==> config.mk <==
export PLATFORM = sky130hd
export DESIGN_NAME = mem_access_unit
export DESIGN_NICKNAME = d
export VERILOG_FILES = /design/src/rtl/mem_access_unit.sv
export SDC_FILE = /design/constraint.sdc
export NUM_CORES = 1
export LEC_CHECK = 0
export CAP_MARGIN = 20
export CORE_MARGIN = 2
export CORE_UTILIZATION = 44
export DETAILED_ROUTE_END_ITERATION = 16
export GPL_ROUTABILITY_DRIVEN = 0
export PLACE_DENSITY_LB_ADDON = 0.05
export SYNTH_ARGS = -nofsm -noshare
export SYNTH_HDL_FRONTEND = slang
export SYNTH_SLANG_ARGS = --single-unit
==> constraint.sdc <==
create_clock -name clk -period 2 [get_ports clk]
set_input_delay 0.6 -clock clk [delete_from_list [all_inputs] [get_ports clk]]
set_output_delay 0.6 -clock clk [all_outputs]
set_load 0.01 [all_outputs]
==> src/rtl/mem_access_unit.sv <==
// Memory-stage load/store responder: turns one decoder request into a word-aligned,
// byte-enabled req/ack bus transaction, stalling the pipeline until it completes.
`ifndef L_S_MODE_W
`define L_S_MODE_W 3
`endif

module mem_access_unit #(
    parameter int ADDR_W  = 32,
    parameter int DATA_W  = 32,
    parameter int TIMEOUT = 255
) (
    input  logic                   clk,
    input  logic                   rst_n,
    input  logic                   mem_read_en,
    input  logic                   mem_write_en,
    input  logic [`L_S_MODE_W-1:0] l_s_mode,
    input  logic [ADDR_W-1:0]      addr,
    input  logic [DATA_W-1:0]      wdata,
    output logic                   stall,
    output logic                   done,
    output logic [DATA_W-1:0]      rdata,
    output logic                   misaligned,
    output logic                   bus_err,
    output logic                   bus_req,
    output logic                   bus_we,
    output logic [ADDR_W-1:0]      bus_addr,
    output logic [3:0]             bus_be,
    output logic [DATA_W-1:0]      bus_wdata,
    input  logic                   bus_ack,
    input  logic [DATA_W-1:0]      bus_rdata
);
    localparam logic [`L_S_MODE_W-1:0] MODE_BYTE   = `L_S_MODE_W'd0;
    localparam logic [`L_S_MODE_W-1:0] MODE_BYTE_U = `L_S_MODE_W'd1;
    localparam logic [`L_S_MODE_W-1:0] MODE_HALF   = `L_S_MODE_W'd2;
    localparam logic [`L_S_MODE_W-1:0] MODE_HALF_U = `L_S_MODE_W'd3;

    typedef enum logic [1:0] {IDLE, BUSY, DONE} state_t;

    state_t                 state_reg;
    logic [7:0]             cnt_reg;
    logic [`L_S_MODE_W-1:0] mode_reg;
    logic [1:0]             off_reg;

    logic                   aligned;
    logic [3:0]             be_next;
    logic [DATA_W-1:0]      wdata_next;
    logic [DATA_W-1:0]      shifted;
    logic [7:0]             lane_byte;
    logic [15:0]            lane_half;
    logic [DATA_W-1:0]      ext_rdata;

    assign stall = rst_n && (((state_reg == IDLE) && (mem_read_en || mem_write_en))
                             || (state_reg == BUSY));

    // Unknown mode encodings fall through to word behaviour everywhere.
    always_comb begin
        aligned    = 1'b1;
        be_next    = 4'b1111;
        wdata_next = wdata;
        case (l_s_mode)
            MODE_BYTE, MODE_BYTE_U: begin
                be_next    = 4'b0001 << addr[1:0];
                wdata_next = {4{wdata[7:0]}};
            end
            MODE_HALF, MODE_HALF_U: begin
                aligned    = ~addr[0];
                be_next    = addr[1] ? 4'b1100 : 4'b0011;
                wdata_next = {2{wdata[15:0]}};
            end
            default: aligned = (addr[1:0] == 2'b00);
        endcase
    end

    always_comb begin
        shifted   = bus_rdata >> {off_reg, 3'b000};
        lane_byte = shifted[7:0];
        lane_half = off_reg[1] ? bus_rdata[31:16] : bus_rdata[15:0];
        case (mode_reg)
            MODE_BYTE:   ext_rdata = {{24{lane_byte[7]}}, lane_byte};
            MODE_BYTE_U: ext_rdata = {24'd0, lane_byte};
            MODE_HALF:   ext_rdata = {{16{lane_half[15]}}, lane_half};
            MODE_HALF_U: ext_rdata = {16'd0, lane_half};
            default:     ext_rdata = bus_rdata;
        endcase
    end

    always_ff @(posedge clk or negedge rst_n) begin
        if (!rst_n) begin
            state_reg  <= IDLE;
            cnt_reg    <= 8'd0;
            mode_reg   <= '0;
            off_reg    <= 2'b00;
            done       <= 1'b0;
            rdata      <= '0;
            misaligned <= 1'b0;
            bus_err    <= 1'b0;
            bus_req    <= 1'b0;
            bus_we     <= 1'b0;
            bus_addr   <= '0;
            bus_be     <= 4'b0000;
            bus_wdata  <= '0;
        end else begin
            case (state_reg)
                IDLE: begin
                    if (mem_read_en && mem_write_en) begin
                        bus_err   <= 1'b1;
                        rdata     <= '0;
                        done      <= 1'b1;
                        state_reg <= DONE;
                    end else if (mem_read_en || mem_write_en) begin
                        if (!aligned) begin
                            misaligned <= 1'b1;
                            rdata      <= '0;
                            done       <= 1'b1;
                            state_reg  <= DONE;
                        end else begin
                            bus_req   <= 1'b1;
                            bus_we    <= mem_write_en;
                            bus_addr  <= {addr[ADDR_W-1:2], 2'b00};
                            bus_be    <= be_next;
                            bus_wdata <= wdata_next;
                            mode_reg  <= l_s_mode;
                            off_reg   <= addr[1:0];
                            cnt_reg   <= 8'd0;
                            state_reg <= BUSY;
                        end
                    end
                end
                BUSY: begin
                    // An ack arriving on the timeout cycle still completes normally.
                    if (bus_ack) begin
                        rdata     <= bus_we ? '0 : ext_rdata;
                        bus_req   <= 1'b0;
                        bus_we    <= 1'b0;
                        bus_be    <= 4'b0000;
                        done      <= 1'b1;
                        state_reg <= DONE;
                    end else if (cnt_reg == 8'(TIMEOUT - 1)) begin
                        bus_err   <= 1'b1;
                        bus_req   <= 1'b0;
                        bus_we    <= 1'b0;
                        bus_be    <= 4'b0000;
                        done      <= 1'b1;
                        state_reg <= DONE;
                    end else begin
                        cnt_reg <= cnt_reg + 8'd1;
                    end
                end
                default: begin
                    done       <= 1'b0;
                    misaligned <= 1'b0;
                    bus_err    <= 1'b0;
                    state_reg  <= IDLE;
                end
            endcase
        end
    end
endmodule

# After elaboration in Yosys (flattened, before gate mapping)
# Cells that the tools add are included.
# word_totals
ff_bits,118
input_bits,104
elab_cells,110
# classes
addsub,1
n_eq_ne,20
shifts,2
n_mux,51
bitwise_logic,3
n_reduce_logical,20
# op_table
operator,count
$mux W32,5
$pmux W32 S2,2
$pmux W32 S4,1
$mux W8,5
$shr A32 B5 Y8,1
$mux W4,6
$mux W1,16
$mux W16,1
$pmux W4 S2,2
$pmux W8 S2,1
$eq A3 B2 Y1 const B,4
$ne A2 B2 Y1 const B,6
$pmux W1 S2,6
$reduce_and A4 Y1,3
$mux W2,5
$add A8 B1 Y8 const B,1
$eq A8 B8 Y1 const B,1
$eq A3 B1 Y1 const B,2
$logic_not A3 Y1,2
$ne A2 B1 Y1 const B,3
$ne A3 B2 Y1 const B,2
$reduce_and A3 Y1,2
$reduce_and A6 Y1,1
$reduce_and A5 Y1,1
11 further kinds,18

# Logic depth before layout (Yosys ltp)
# depth
ltp_word,7
mapped_depth,7
mapped_depth_nobuf,6

# Worst setup path after synthesis
# No wires, ideal clock.
# synth_path
kind,in2reg
start,input bus_rdata[23]
end,register rdata[16]
setup_time_ns,0.126
t_arrival_ns,1.621
required_ns,1.874
slack_ns,0.253
stages,5
n_path_buf,1
cell_sequence,mux2_2 o311ai_2 a211oi_4 buf_6 a221o_1
# synth_between
elab_chain_len,5
# synth_lines
item,line_no,source
start: declaration,30,input logic [DATA_W-1:0] bus_rdata
$shr A32 B5 Y8,75,"shifted = bus_rdata >> {off_reg, 3'b000};"
$pmux W32 S4,78,case (mode_reg)
$mux W32,132,rdata <= bus_we ? '0 : ext_rdata;
$mux W32,131,if (bus_ack) begin
$pmux W32 S2,103,case (state_reg)
end signal: assignment,132,
end: declaration,21,"output logic [DATA_W-1:0] rdata,"
# Every way passes these cells. The select of a mux whose other input is x is not followed.
# A chain may end at the register's enable or synchronous reset.

# Worst setup path after layout
# layout_path
start,register bus_wdata[1]
end,output bus_wdata[1]
# layout_lines
item,line_no,source
start: declaration,28,"output logic [DATA_W-1:0] bus_wdata,"
start signal: assignment,121,bus_wdata <= wdata_next;
# No word-level cell between the ends.

==> results.py <==
metrics = {
    "pwr": {
        "peakVddDrop_uv": 925,
        "p_switching_mw": 3.88,
        "p_leak_nw": 3.95,
        "seqPwrFrac_pct": 32.4,
        "p_per_area_mw_per_mm2": 1400,
        "pwr-share-clk_pct": 27.5,
        "power_mw": 12.0,
        "p_comb_share_pct": 40.1,
        "intPower_mw": 8.17,
        "p_sw_share_pct": 32.2,
    },
    "yosys": {
        "yosysWarnings": 0,
        "synthesis.instances": 568,
        "synth_seq_area_share_pct": 53.6,
        "async_flop_share_pct": 100,
        "synth-edff-count": 0,
        "synth.top_cell.area_share_pct": 53.6,
        "synthDistinctLibCells": 47,
        "synth_area_leaders": "dfrtp_1 (54%), nand2_1 (12%), mux2i_1 (6.2%)",
        "syn-cell-area_mm2": 0.00551,
        "synthFlopType": "dfrtp_1",
        "yosysTopAreaCell": "dfrtp_1",
        "ys_ff_latch": 118,
        "avgSynthCellArea_um2": 9.71,
    },
    "critical_path": {
        "reg2reg_depth": 6,
        "crit_buf_inv": 1,
        "slowest_delay_ns": 0.57,
        "crit_required_ns": 1.40,
        "crit_family": "buffers and inverters",
        "cp_cell_sequence": "clkdlybuf4s50_1",
        "endpoint_kind": "output port",
        "rrSetupSlack_ns": 0.10,
        "crit_cells": 1,
        "cp_max_fo": 2,
        "crit-reg2reg-capture": "rdata[22]$_DFFE_PN0P_",
        "cp-endpoint": "bus_wdata[1]",
        "r2r_start": "off_reg[1]$_DFFE_PN0P_",
        "critPathArrivalTime_ns": 1.35,
        "worstSetupStartpoint": "bus_wdata[1]$_DFFE_PN0P_",
        "cpMaxStageDelayCell": "clkdlybuf4s50_1",
        "startpoint_type": "flip-flop",
        "path_class": "reg -> out",
    },
    "die": {
        "pin_count": 210,
        "initial_core_util_pct": 45.5,
        "core_area_mm2": 0.0121,
        "dieWidth_um": 116,
        "die_area_mm2": 0.0134,
        "die_h_um": 116,
        "rows": 40,
    },
    "layout": {
        "drive_above_1_share_pct": 11.2,
        "postLayoutCellArea_mm2": 0.00861,
        "post-route-util_pct": 71.1,
        "nets": 904,
        "area_growth_pct": 56.3,
        "mostFrequentLayoutCell": "clkdlybuf4s50_1",
        "antenna_cells": 0,
        "finalNonFillerCells": 979,
        "layout_common_cells": "clkdlybuf4s50_1 (203), nand2_1 (177), dfrtp_1 (118)",
        "reg_top3": "bus_wdata (32), rdata (32), bus_addr (30)",
    },
    "routing": {
        "postRouteAntennaNets": 0,
        "via_count": 4978,
        "wl_met1_mm": 6.83,
        "drt_iter0_drc": 301,
        "highest_layer": "met4",
        "wire_per_inst_um": 16.3,
        "dr.pass1.iters": 5,
        "wl_met3_mm": 1.18,
        "route.met2.wl_mm": 7.80,
        "drc": 0,
        "via_per_inst": 5.08,
        "wirelength_mm": 16.0,
    },
    "placed_design": {
        "numPortBuffers": 207,
        "placement.cell_area_mm2": 0.00796,
        "dp_hpwl_mm": 11.4,
        "placed_cells": 946,
    },
    "outcome": {
        "outcome": "complete, no violations",
    },
    "grt": {
        "antenna_found_initial": 0,
        "first_global_vias": 5066,
        "grt_first_pass_wirelength_mm": 25.4,
        "grt_max_degree": 52,
        "overflow": 0,
        "grt_usage_pct": 24.7,
    },
    "cts": {
        "cts_tree": "done",
        "htreeDepth": 4,
        "cts_root_buf": "clkbuf_16",
        "clk_latency_ns": 0.41,
        "cts_made_buffers": 17,
        "clock-sinks": 118,
        "clock_path_buffers": 2,
        "cts.clk_slew.worst_paths_ns": 0.06,
    },
    "timing": {
        "rsz0062_at_grt": "no",
        "finalCritPeriodShare_pct": 97.3,
        "relSlewSlack_pct": 56.5,
        "drv_slew": 0,
        "tightest_slew_ns": 0.652,
        "hold_viol": 0,
        "finalCriticalPeriod_ns": 1.95,
        "setup_viol": 0,
        "max_freq_ghz": 0.514,
        "finClkSkew_ns": 0.00861,
    },
    "job": {
        "cap_violations": 0,
    },
    "min_path": {
        "holdCritPathClass": "in -> async",
    },
}
per-stage QoR:
stage	TNS [ns]	hold slack [ns]	setup slack, ns
2_1_floorplan	0	0.304	0.253
3_3_place_gp	-25.57	0.457	-0.417
3_5_place_dp	-30.39	0.462	-0.450
4_1_cts	0	0.201	0.0214
5_1_grt	0	0.220	0.000452
6_report	0	0.208	0.0534
Yosys cell counts, types with 3 or more instances:
master     count
buf_2         18
nor2b_1       10
clkbuf_1      14
o21ai_0       47
xor2_1         3
mux2i_1       34
a221o_1       16
dfrtp_1      118
o2bb2ai_1      8
nand2_1      177
inv_1          7
buf_4          3
mux2_2         8
nor2_1        22
nand2b_1      16
a21oi_1       15
buf_6          4
a32o_1         7
nand3_1        6
worst min-delay path by stage:
stage	from	end	slack (ns)	cells past startpoint
2_1_floorplan	rst_n	bus_addr[10]$_DFFE_PN0P_	0.30	0
3_5_place_dp	bus_addr[5]$_DFFE_PN0P_	bus_addr[5]$_DFFE_PN0P_	0.46	2
4_1_cts	rst_n	bus_we$_DFFE_PN0P_	0.20	2
6_report	rst_n	done$_DFFE_PN0P_	0.21	2
3_3_place_gp	bus_addr[9]$_DFFE_PN0P_	bus_addr[9]$_DFFE_PN0P_	0.46	2
5_1_grt	rst_n	bus_we$_DFFE_PN0P_	0.22	2
final cells by class:
cell class	instances	area, um2
Inverter	8	30.0
Multi-Input combinational cell	404	2340
Clock inverter	8	143
Sequential cell	118	2950
Fill cell	912	3500
Clock buffer	24	502
Tap cell	168	210
Timing Repair Buffer	249	2440
per-layer routing:
layer	global-route usage, %	vias up
li1	-	2394
met1	31.2	2411
met2	39.3	158
met3	9.26	15
met4	8.17	0
met5	0	-
power by group through the flow:
| stage | registers [mW] | logic, mW | clock network (mW) |
|---|---|---|---|
| floorplan | 4.27 | 1.75 | 0 |
| global placement | 3.89 | 4.76 | 0 |
| detailed placement | 3.93 | 4.84 | 0 |
| CTS | 3.92 | 4.88 | 3.35 |
| global route | 4.02 | 5.26 | 3.47 |
| finish | 3.91 | 4.83 | 3.31 |
timing repair:
item,CTS,global route
buffers inserted,0,1
resized for setup,6,0
gates cloned,0,0
pin swaps,1,1
hold buffers,0,0
endpoints found under the setup margin,1,16
cell families (layout without fill, tap and decap cells):
kind of cell | Yosys count | in the layout | share of synthesized area [%]
AO/OA/AOI/OAI | 109 | 109 | 13.7
XOR/XNOR | 4 | 4 | 0.636
adder cells (fa/ha/maj) | 2 | 2 | 0.454
buffers and inverters | 47 | 289 | 4.36
flip-flops | 118 | 118 | 53.6
multiplexers | 43 | 43 | 8.22
other | 1 | 2 | 0.0680
AND/OR/NAND/NOR | 244 | 244 | 19.0
(Power assumes the default switching activity.)
==> RTL change (same settings) <==
Put one more register stage on the output `bus_err`, cleared by the reset. The value now appears one clock later. The other outputs are not delayed to match.
--- a/src/rtl/mem_access_unit.sv
+++ b/src/rtl/mem_access_unit.sv
@@ -36,4 +36,6 @@
 
     typedef enum logic [1:0] {IDLE, BUSY, DONE} state_t;
+
+    logic bus_err_s0;
 
     state_t                 state_reg;
@@ -94,5 +96,5 @@
             rdata      <= '0;
             misaligned <= 1'b0;
-            bus_err    <= 1'b0;
+            bus_err_s0 <= 1'b0;
             bus_req    <= 1'b0;
             bus_we     <= 1'b0;
@@ -104,5 +106,5 @@
                 IDLE: begin
                     if (mem_read_en && mem_write_en) begin
-                        bus_err   <= 1'b1;
+                        bus_err_s0 <= 1'b1;
                         rdata     <= '0;
                         done      <= 1'b1;
@@ -137,5 +139,5 @@
                         state_reg <= DONE;
                     end else if (cnt_reg == 8'(TIMEOUT - 1)) begin
-                        bus_err   <= 1'b1;
+                        bus_err_s0 <= 1'b1;
                         bus_req   <= 1'b0;
                         bus_we    <= 1'b0;
@@ -150,5 +152,5 @@
                     done       <= 1'b0;
                     misaligned <= 1'b0;
-                    bus_err    <= 1'b0;
+                    bus_err_s0 <= 1'b0;
                     state_reg  <= IDLE;
                 end
@@ -156,4 +158,12 @@
         end
     end
+    always_ff @(posedge clk or negedge rst_n) begin
+        if (!rst_n) begin
+            bus_err <= '0;
+        end else begin
+            bus_err <= bus_err_s0;
+        end
+    end
+
 endmodule
 
Behaviour: not the same (Yosys sat finds a counterexample within 4 cycles, from zero or initial values and one cycle with rst_n low).
==> RTL change against the original RTL <==
Power is essentially flat; highest routed layer unchanged; sequential share of layout area fell by 0.68 points; fmax is 0.25% higher; register-to-register slack improved by 100 ps; core utilization fell by 1.2 points; area after synthesis grew 4.2%; design area increased by 2.9%; via count grew 4.9%; sequential cell count up 1; worst hold slack gained 110 ps; routed wire length increased by 7.3%; critical endpoint is now bus_be[2]; setup slack gained 4.9 ps.
==> RTL change: results (changes against the original RTL) <==
[run_status]
status=finished clean  ; unchanged

[grt]
use_met2=0.410  ; was 0.393
grt_max_degree=58  ; was 52
grt_usage=0.248  ; was 0.247
grtUsageMet1=0.299  ; was 0.312

[finish]
drive_above_1_share=0.114  ; was 0.112

[power_and_ir_drop]
power.internal_mw=7.92  ; was 8.17 mW
power_frac_seq=0.331  ; was 0.324
p_leak_nw=4.04  ; was 3.95 nW
power_mw=12.0  ; about the same

[yosys]
synth_cell_type_count=44  ; was 47
seq_area_frac_synth=0.519  ; was 0.536
muxShareOfSynthArea=0.0819  ; was 0.0822
yosys.area_share.adder=0.00436  ; was 0.00454
synth_compound_area_frac=0.158  ; was 0.137
avgSynthCellArea_sq_um=9.60  ; was 9.71 sq um
synthTopCellsByArea=dfrtp_1 (52%), nand2_1 (10%), mux2i_1 (6.6%), o21ai_0 (4.5%), nand2b_1 (3.3%)  ; was dfrtp_1 (54%), nand2_1 (12%), mux2i_1 (6.2%), o21ai_0 (4.3%), a221o_1 (2.9%)

[drt]
dr_wl_met2_um=8380  ; was 7800 um
wirelength_met1_um=7180  ; was 6830 um
num_vias=5220  ; was 4,978
drtIter0Drc=348  ; was 301
wl_met3_um=1350  ; was 1180 um

[place]
dp_hpwl_um=11600  ; was 11,400 um
placed_area_sq_mm=0.00814  ; was 0.00796 sq mm
placed_cells=973  ; was 946

==> RTL change: repair_timing <==
item / CTS / global route
pin swaps: 1 / 3
buffers inserted: 2 / 2
endpoints found under the setup margin: 41 / 93
cloned: 2 / 1
gates resized for setup: 13 / 24
==> RTL change: cell type report <==
class	instances	area, sq um
repair buffers	252	2560
inverters	14	52.6
clock buffers	20	457
clock inverters	12	104
multi-input cells	423	2500
flip-flops and latches	119	2980
fillers	986	3810
well taps	172	215
==> RTL change: worst paths after layout <==
path,to,slack (ps),startpoint,depth (start not counted)
min in group clk,bus_err$_DFF_PN0_,390,bus_err_s0$_DFFE_PN0P_,0
max in group asynchronous,rdata[6]$_DFFE_PN0P_,690,rst_n,3
min reg2reg,bus_err$_DFF_PN0_,390,bus_err_s0$_DFFE_PN0P_,0
max reg2reg,cnt_reg[7]$_DFFE_PN0P_,200,state_reg[0]$_DFFE_PN0P_,6
max,bus_be[2],60,bus_be[2]$_DFFE_PN0P_,1
min,bus_err$_DFF_PN0_,320,rst_n,2
